### config.mk
export PLATFORM = sky130hd
export DESIGN_NAME = stopwatch_control
export DESIGN_NICKNAME = d
export VERILOG_FILES = /design/src/rtl/stopwatch_control.sv
export SDC_FILE = /design/constraint.sdc
export NUM_CORES = 1
export LEC_CHECK = 0
export CORE_MARGIN = 3
export CORE_UTILIZATION = 53
export CTS_CLUSTER_DIAMETER = 30
export CTS_CLUSTER_SIZE = 10
export DETAILED_ROUTE_END_ITERATION = 10
export PLACE_DENSITY = 0.81
export SETUP_SLACK_MARGIN = 0.2
export SYNTH_ARGS = -nofsm -noshare
export SYNTH_HDL_FRONTEND = slang
export SYNTH_SLANG_ARGS = --single-unit
### constraint.sdc
create_clock -name clk -period 1.7 [get_ports clk]
set_input_delay 0.17 -clock clk [delete_from_list [all_inputs] [get_ports clk]]
set_output_delay 0.17 -clock clk [all_outputs]
set_load 0.03 [all_outputs]
### src/rtl/stopwatch_control.sv
// stopwatch_control
// Front-end control for the stopwatch datapath. Three raw push-buttons
// (start, stop, clear) are synchronised, debounced and edge-detected.
// A run/pause/idle machine then drives registered, glitch-free control
// levels into the cascaded digit counters.

module stopwatch_control #(
  parameter int DEB_LEN = 8,
  parameter int CNT_W   = 4
) (
  input  logic       clk,
  input  logic       reset,
  input  logic       btn_start,
  input  logic       btn_stop,
  input  logic       btn_clear,
  output logic       start_resume,
  output logic       stop,
  output logic       clear,
  output logic [1:0] state
);

  typedef enum logic [1:0] {
    IDLE  = 2'b00,
    RUN   = 2'b01,
    PAUSE = 2'b10
  } state_e;

  // Button lanes share one layout: bit 0 start, bit 1 stop, bit 2 clear.
  localparam int BtnStart = 0;
  localparam int BtnStop  = 1;
  localparam int BtnClear = 2;

  // A level change is accepted on the cycle the counter would reach DEB_LEN.
  localparam logic [CNT_W-1:0] CntLast = CNT_W'(DEB_LEN - 1);

  logic [2:0]       btnRaw;
  logic [2:0]       s1_q;
  logic [2:0]       s2_q;
  logic [2:0]       deb_q;
  logic [2:0]       deb_d;
  logic [2:0]       debPrev_q;
  logic [CNT_W-1:0] cnt_q [3];
  logic [CNT_W-1:0] cnt_d [3];
  logic [2:0]       press;

  state_e state_q;
  state_e state_d;
  logic   clear_d;
  logic   startResume_q;
  logic   stop_q;
  logic   clear_q;

  assign btnRaw = {btn_clear, btn_stop, btn_start};

  // Debouncer next state: count consecutive cycles where the synchronised
  // level disagrees with the accepted level; any agreement restarts the count.
  always_comb begin
    deb_d = deb_q;
    for (int i = 0; i < 3; i++) begin
      cnt_d[i] = '0;
      if (s2_q[i] != deb_q[i]) begin
        if (cnt_q[i] == CntLast) begin
          deb_d[i] = s2_q[i];
        end else begin
          cnt_d[i] = cnt_q[i] + 1'b1;
        end
      end
    end
  end

  // Input chain registers: two-flop synchroniser, debounced level, its
  // one-cycle-delayed copy for edge detection, and the debounce counters.
  always_ff @(posedge clk) begin
    if (reset) begin
      s1_q      <= '0;
      s2_q      <= '0;
      deb_q     <= '0;
      debPrev_q <= '0;
      for (int i = 0; i < 3; i++) begin
        cnt_q[i] <= '0;
      end
    end else begin
      s1_q      <= btnRaw;
      s2_q      <= s1_q;
      deb_q     <= deb_d;
      debPrev_q <= deb_q;
      for (int i = 0; i < 3; i++) begin
        cnt_q[i] <= cnt_d[i];
      end
    end
  end

  // Only rising edges of the debounced level count as presses.
  assign press = deb_q & ~debPrev_q;

  // Next-state logic: stop dominates in RUN, clear dominates start elsewhere.
  always_comb begin
    state_d = state_q;
    clear_d = 1'b0;
    unique case (state_q)
      IDLE: begin
        if (press[BtnClear]) begin
          clear_d = 1'b1;
        end else if (press[BtnStart]) begin
          state_d = RUN;
        end
      end
      RUN: begin
        if (press[BtnStop]) begin
          state_d = PAUSE;
        end
      end
      PAUSE: begin
        if (press[BtnClear]) begin
          state_d = IDLE;
          clear_d = 1'b1;
        end else if (press[BtnStart]) begin
          state_d = RUN;
        end
      end
      default: begin
        state_d = IDLE;
      end
    endcase
  end

  // State and control outputs update together so the counters never see
  // a combinational glitch or a skewed start/stop pair.
  always_ff @(posedge clk) begin
    if (reset) begin
      state_q       <= IDLE;
      startResume_q <= 1'b0;
      stop_q        <= 1'b0;
      clear_q       <= 1'b0;
    end else begin
      state_q       <= state_d;
      startResume_q <= (state_d == RUN);
      stop_q        <= (state_d == PAUSE);
      clear_q       <= clear_d;
    end
  end

  assign state        = state_q;
  assign start_resume = startResume_q;
  assign stop         = stop_q;
  assign clear        = clear_q;

endmodule
==> impl_metrics.ini, run 1 <==
[critical_path]
critical_path_class = reg -> reg
critical_path_arrival_ns = 1.60
critPathTopFamily = simple AND/OR/NAND/NOR gates
worst_path_max_delay_cell = or3_4
critPathMaxStageDelay_ns = 0.39
critPathBufInv = 0
required_ns = 1.94
path_max_fanout = 4
endpoint_kind = flop
cp-start-kind = flop
path_cells = ha_1 > and3b_1 > or3_4 > nor2_1

[route]
routed_wl_microns = 1509
wl_met3_microns = 78
vias = 651
drc = 0
met1_length_microns = 673
dr.max_layer_used = met4
ant_nets = 0
firstDrtPassIters = 4
initialDrtViolationCount = 7
wl_per_cell_microns = 11.26
vias_per_cell = 4.858
wl_met2_microns = 729

[logic_synthesis]
yosysSeqAreaShare_pct = 57.21
syn_area_per_cell_sq_um = 10.79
synth_warnings = 0
synth.distinct_cells = 19
netlist.area_leader.share_pct = 57.21
postSynthCellCount = 94
yosysTopAreaCell = dfxtp_1
synth_nets = 102
syn_area_sq_mm = 0.001015
synth.area.top_cells = dfxtp_1 57%, nor2_1 5.5%, nor2b_1 5.5%, xnor2_1 5.2%, ha_1 3.7%
synth_seq_cells = 29

[pwr]
p_int_mw = 0.9004
swShare_pct = 19.61
power_switching_mw = 0.2197
comb_power_share_pct = 2.8
p_clk_share_pct = 35.4
p_total_mw = 1.120
p_per_area_mw_per_mm2 = 937.4
vdd_drop_max_mv = 0.5384
power.share.sequential_pct = 61.8
p_leak_nw = 0.5090

[placed_design]
port-buffer-count = 9
postPlaceCellArea_sq_mm = 0.001135
place.gp.congestion = 0.7133
placed_cells = 127
dpl.hpwl_microns = 1078

[timing]
hold_violations = 0
worst_pin_slew_ns = 0.3528
rsz0062_at_grt = no
relSlewSlack_pct = 76.41
clock_skew_ns = 0.006741
max_freq_mhz = 733.7
final.setup.tns_ns = 0
setup_violations = 0
layout_min_cycle_time_ns = 1.363
finalCritPeriodShare_pct = 80.18
drv_slew = 0

[cts]
postCtsSetupBuffers = 0
cts_made_buffers = 5
htreeDepth = 2
clockBufferDepth = 2
cts_tree = done
clk_latency_ns = 0.31
clk_pin_slew_ns = 0.08
cts-root-buf = clkbuf_4
numClockSinks = 29

[global_route]
grt_max_degree = 12
grt_antenna_before_repair = 0
overflow = 0
track_usage_pct = 15.87
grt_pass1_vias = 690
grt_pass1_wl_microns = 2849

[worst_hold_path]
hp-class = reg -> reg

[finish]
antenna_cells = 0
drive_above_1_share_pct = 9.174
syn2layout_area_growth_pct = 17.76
utilization_pct = 67.73
fin_cells = 134
final_net_count = 117
final_cell_area_sq_mm = 0.001195

[floorplanning]
die_w_microns = 49.76
row_count = 15
io_pins = 10
die-area_sq_mm = 0.002476
die_h_microns = 49.76
initial_utilization_pct = 57.52
core_sq_mm = 0.001764

[run]
cap_violations = 0

[outcome]
status = finished clean
## what timing repair did
item,in CTS,in global routing
endpoints found under the hold margin,0,0
gates resized for setup,2,3
hold buffers,0,0
endpoints found under the setup margin,2,3
## layout make-up
cell class	instances	area, sq um
clock buffers	7	55.05
well taps	25	31.28
flip-flops and latches	29	580.6
inverters	3	11.26
multi-input cells	60	414.1
repair buffers	10	102.6
fillers	143	569.3
## registers in the layout, summed over array words and instances (netlist names)
register and cells:
clear 1, cnt_q 12, debPrev_q 3, deb_q 3, s1_q 3, s2_q 3, start_resume 1, state 2
stop 1
## final timing paths
check             cells after the start                      to                     from  slack, ns
hold reg to reg                       1        clear$_SDFF_PP0_  debPrev_q[2]$_SDFF_PP0_       0.41
hold / removal                        1        clear$_SDFF_PP0_  debPrev_q[2]$_SDFF_PP0_       0.41
setup / recovery                      4  cnt_q[0][7]$_SDFF_PP0_   cnt_q[0][4]$_SDFF_PP0_       0.34
setup reg to reg                      4  cnt_q[0][7]$_SDFF_PP0_   cnt_q[0][4]$_SDFF_PP0_       0.34
## cell families after synthesis
group           after synthesis  share of synthesized area, %
compound gates                4                         1.973
xor+xnor                      9                         7.769
fa+ha+maj                     3                         3.700
buf+inv                       5                         1.972
flops                        29                         57.21
mux                           3                         2.959
simple gates                 41                         24.41
## power by group through the flow
stage | registers, mW | clock network (mW) | logic [mW]
final | 0.692 | 0.397 | 0.0314
after global routing | 0.693 | 0.450 | 0.0362
after CTS | 0.692 | 0.417 | 0.0318
after detailed placement | 0.708 | 0 | 0.0316
after global placement | 0.707 | 0 | 0.0301
after floorplan | 0.707 | 0 | 0.0186
## stage by stage
stage / worst slack [ns] / hold slack, ns
3_5_place_dp: 0.2345 / 0.4051
4_1_cts: 0.2173 / 0.3981
2_1_floorplan: 0.4669 / 0.2982
5_1_grt: 0.2847 / 0.3886
3_3_place_gp: 0.3485 / 0.3979
6_report: 0.3370 / 0.4092
## cells in the mapped netlist, drive strengths merged
master / instances
nand3b: 1
xnor2: 6
mux2i: 3
buf: 1
nor2: 15
clkbuf: 1
nand2b: 3
nand4b: 1
a21oi: 4
and3b: 3
nor2b: 9
inv: 3
xor2: 3
nand3: 3
ha: 3
nor3b: 1
dfxtp: 29
or3b: 2
or3: 3
## per-layer routing
metal	vias up	global-route usage, %
met5	-	0
met4	0	11.06
met3	2	7.251
met2	14	25.11
met1	300	16.57
li1	335	-
## placed cells by master, fill, tap and decap left out
cell type | Yosys | layout
dfxtp_1 | 29 | 29
nor2_1 | 15 | 15
nor2b_1 | 9 | 9
xnor2_1 | 6 | 6
clkbuf_4 | 0 | 5
a21oi_1 | 4 | 4
clkdlybuf4s50_1 | 0 | 4
nand2b_1 | 3 | 3
and3b_1 | 3 | 3
or3_4 | 3 | 3
nand3_1 | 3 | 3
xor2_1 | 3 | 3
inv_1 | 3 | 3
mux2i_1 | 3 | 3
ha_1 | 3 | 3
dlymetal6s2s_1 | 0 | 3
or3b_1 | 2 | 2
dlygate4sd2_1 | 0 | 2
nand3b_1 | 1 | 1
nand4b_1 | 1 | 1
nor3b_1 | 1 | 1
clkbuf_1 | 1 | 1
clkbuf_8 | 0 | 1
buf_4 | 0 | 1
(Power assumes the default switching activity.)
==> run 2: changes to the inputs <==
clock period = 1.4 ns   (was 1.7 ns; I/O delays follow)
==> impl_metrics.ini, run 2 (same netlist as run 1, synthesis figures left out) <==
[worst_hold_path]
hp-class = in -> reg
hold_path_depth = 2
min_to = s1_q[0]$_SDFF_PP0_
hp-start = btn_start

[timing]
layout_min_cycle_time_ns = 1.248
setup_violations = 0
hold_violations = 0
worst_pin_slew_ns = 0.3030
rsz0062_at_grt = yes
drv_slew = 0
whs_ns = 0.3832
finalCritPeriodShare_pct = 89.13
max_freq_mhz = 801.4
clock_skew_ns = 0.007504
final.setup.tns_ns = 0
relSlewSlack_pct = 79.88

[global_route]
overflow = 0
grt_max_degree = 11
grt_antenna_before_repair = 0
grt_pass1_wl_microns = 2994
grt_pass1_vias = 736
track_usage_pct = 16.00

[route]
firstDrtPassIters = 4
drc = 0
routed_wl_microns = 1761
wl_per_cell_microns = 12.14
vias = 697
vias_per_cell = 4.807
initialDrtViolationCount = 2
ant_nets = 0

[finish]
most-common-layout-cells = 23 x dfxtp_1, 11 x buf_4, 9 x nor2b_1
utilization_pct = 76.52
final_common_cell = dfxtp_1
fin_cells = 145
final_cell_area_sq_mm = 0.001350
syn2layout_area_growth_pct = 33.05
antenna_cells = 0
final_net_count = 127
drive_above_1_share_pct = 35.00
largest-register = cnt_q
fillCellCount = 124
largest_register_ffs = 12

[critical_path]
rrSetupSlack_ns = 0.15
required_ns = 1.64
path_max_fanout = 4
critical_path_class = reg -> reg
r2r_end = cnt_q[0][9]$_SDFF_PP0_
r2r-start = cnt_q[0][9]$_SDFF_PP0_
cp-start-kind = flop
critical_path_arrival_ns = 1.49
endpoint_kind = flop
crit_start = cnt_q[0][9]$_SDFF_PP0_
reg2reg_depth = 4

[pwr]
p_per_area_mw_per_mm2 = 1174
p_clk_share_pct = 43.9
comb_power_share_pct = 3.0
vdd_drop_max_mv = 1.044
power_switching_mw = 0.2944
power.share.sequential_pct = 53.1
p_leak_nw = 0.5133
swShare_pct = 18.58
p_int_mw = 1.290

[cts]
cts-root-buf = clkbuf_4
cts_tree = done
cts_made_buffers = 5
htreeDepth = 2
clk_latency_ns = 0.31
clockBufferDepth = 2
ctsHoldBuffers = 0
clk_pin_slew_ns = 0.09
numClockSinks = 29

[placed_design]
port-buffer-count = 9
dpl.hpwl_microns = 1160
placed_cells = 129
place.gp.congestion = 0.6906
postPlaceCellArea_sq_mm = 0.001157

[floorplanning]
row_count = 15
die_h_microns = 49.76
initial_utilization_pct = 57.52
io_pins = 10
die-area_sq_mm = 0.002476
die_w_microns = 49.76
core_sq_mm = 0.001764

[run]
cap_violations = 0

[outcome]
status = finished clean
==> run 2: cell type report <==
class                      instances  area, sq um  share of cell area [%]
tap                               25        31.28                   2.317
timing repair buffer              20        160.2                   11.86
inverter                           3        11.26                  0.8341
clock buffer                       7        55.05                   4.078
multi-input combinational         60        474.2                   35.13
clock inverter                     1        30.03                   2.224
sequential                        29        588.1                   43.56
==> run 2: power by group through the flow <==
stage / Sequential (mW) / Clock [mW] / Combinational, mW
5_1_grt: 0.842 / 0.758 / 0.0526
3_3_place_gp: 0.859 / 0 / 0.0389
4_1_cts: 0.841 / 0.706 / 0.0460
3_5_place_dp: 0.859 / 0 / 0.0404
6_report: 0.841 / 0.695 / 0.0481
2_1_floorplan: 0.858 / 0 / 0.0227
==> run 2: timing repair <==
action | CTS | global route
setup endpoints to repair | 17 | 15
pin swaps | 8 | 3
gates resized for setup | 17 | 12
setup buffers | 6 | 2
==> run 2: through the flow <==
step,total power [mW],setup WS [ns]
floorplan,0.8809,0.2105
global placement,0.8978,0.1527
detailed placement,0.8999,0.1174
CTS,1.593,0.1496
global route,1.653,0.1234
finish,1.584,0.1522
==> run 2: worst max-delay path by stage <==
stage                              endpoint  slack (ns)  depth (start not counted)
finish               cnt_q[0][9]$_SDFF_PP0_        0.15                          4
global route         cnt_q[0][9]$_SDFF_PP0_        0.12                          4
CTS                                state[1]        0.15                          1
detailed placement         clear$_SDFF_PP0_        0.12                          4
global placement    cnt_q[0][11]$_SDFF_PP0_        0.15                          4
floorplan            cnt_q[0][6]$_SDFF_PP0_        0.21                          4
==> run 2: metal layers <==
metal | global-route usage [%] | part of all wire [%]
met1 | 16.57 | 40
met2 | 29.52 | 56
met3 | 6.344 | 3.5
met4 | 4.147 | 0.68
met5 | 0 | 0
==> run 2: worst max-delay path: stages, from the launching register on <==
cell and delay (ns):
dfxtp_2 0.35, ha_4 0.15, and3b_2 0.21, or3_4 0.36, nor2_1 0.11
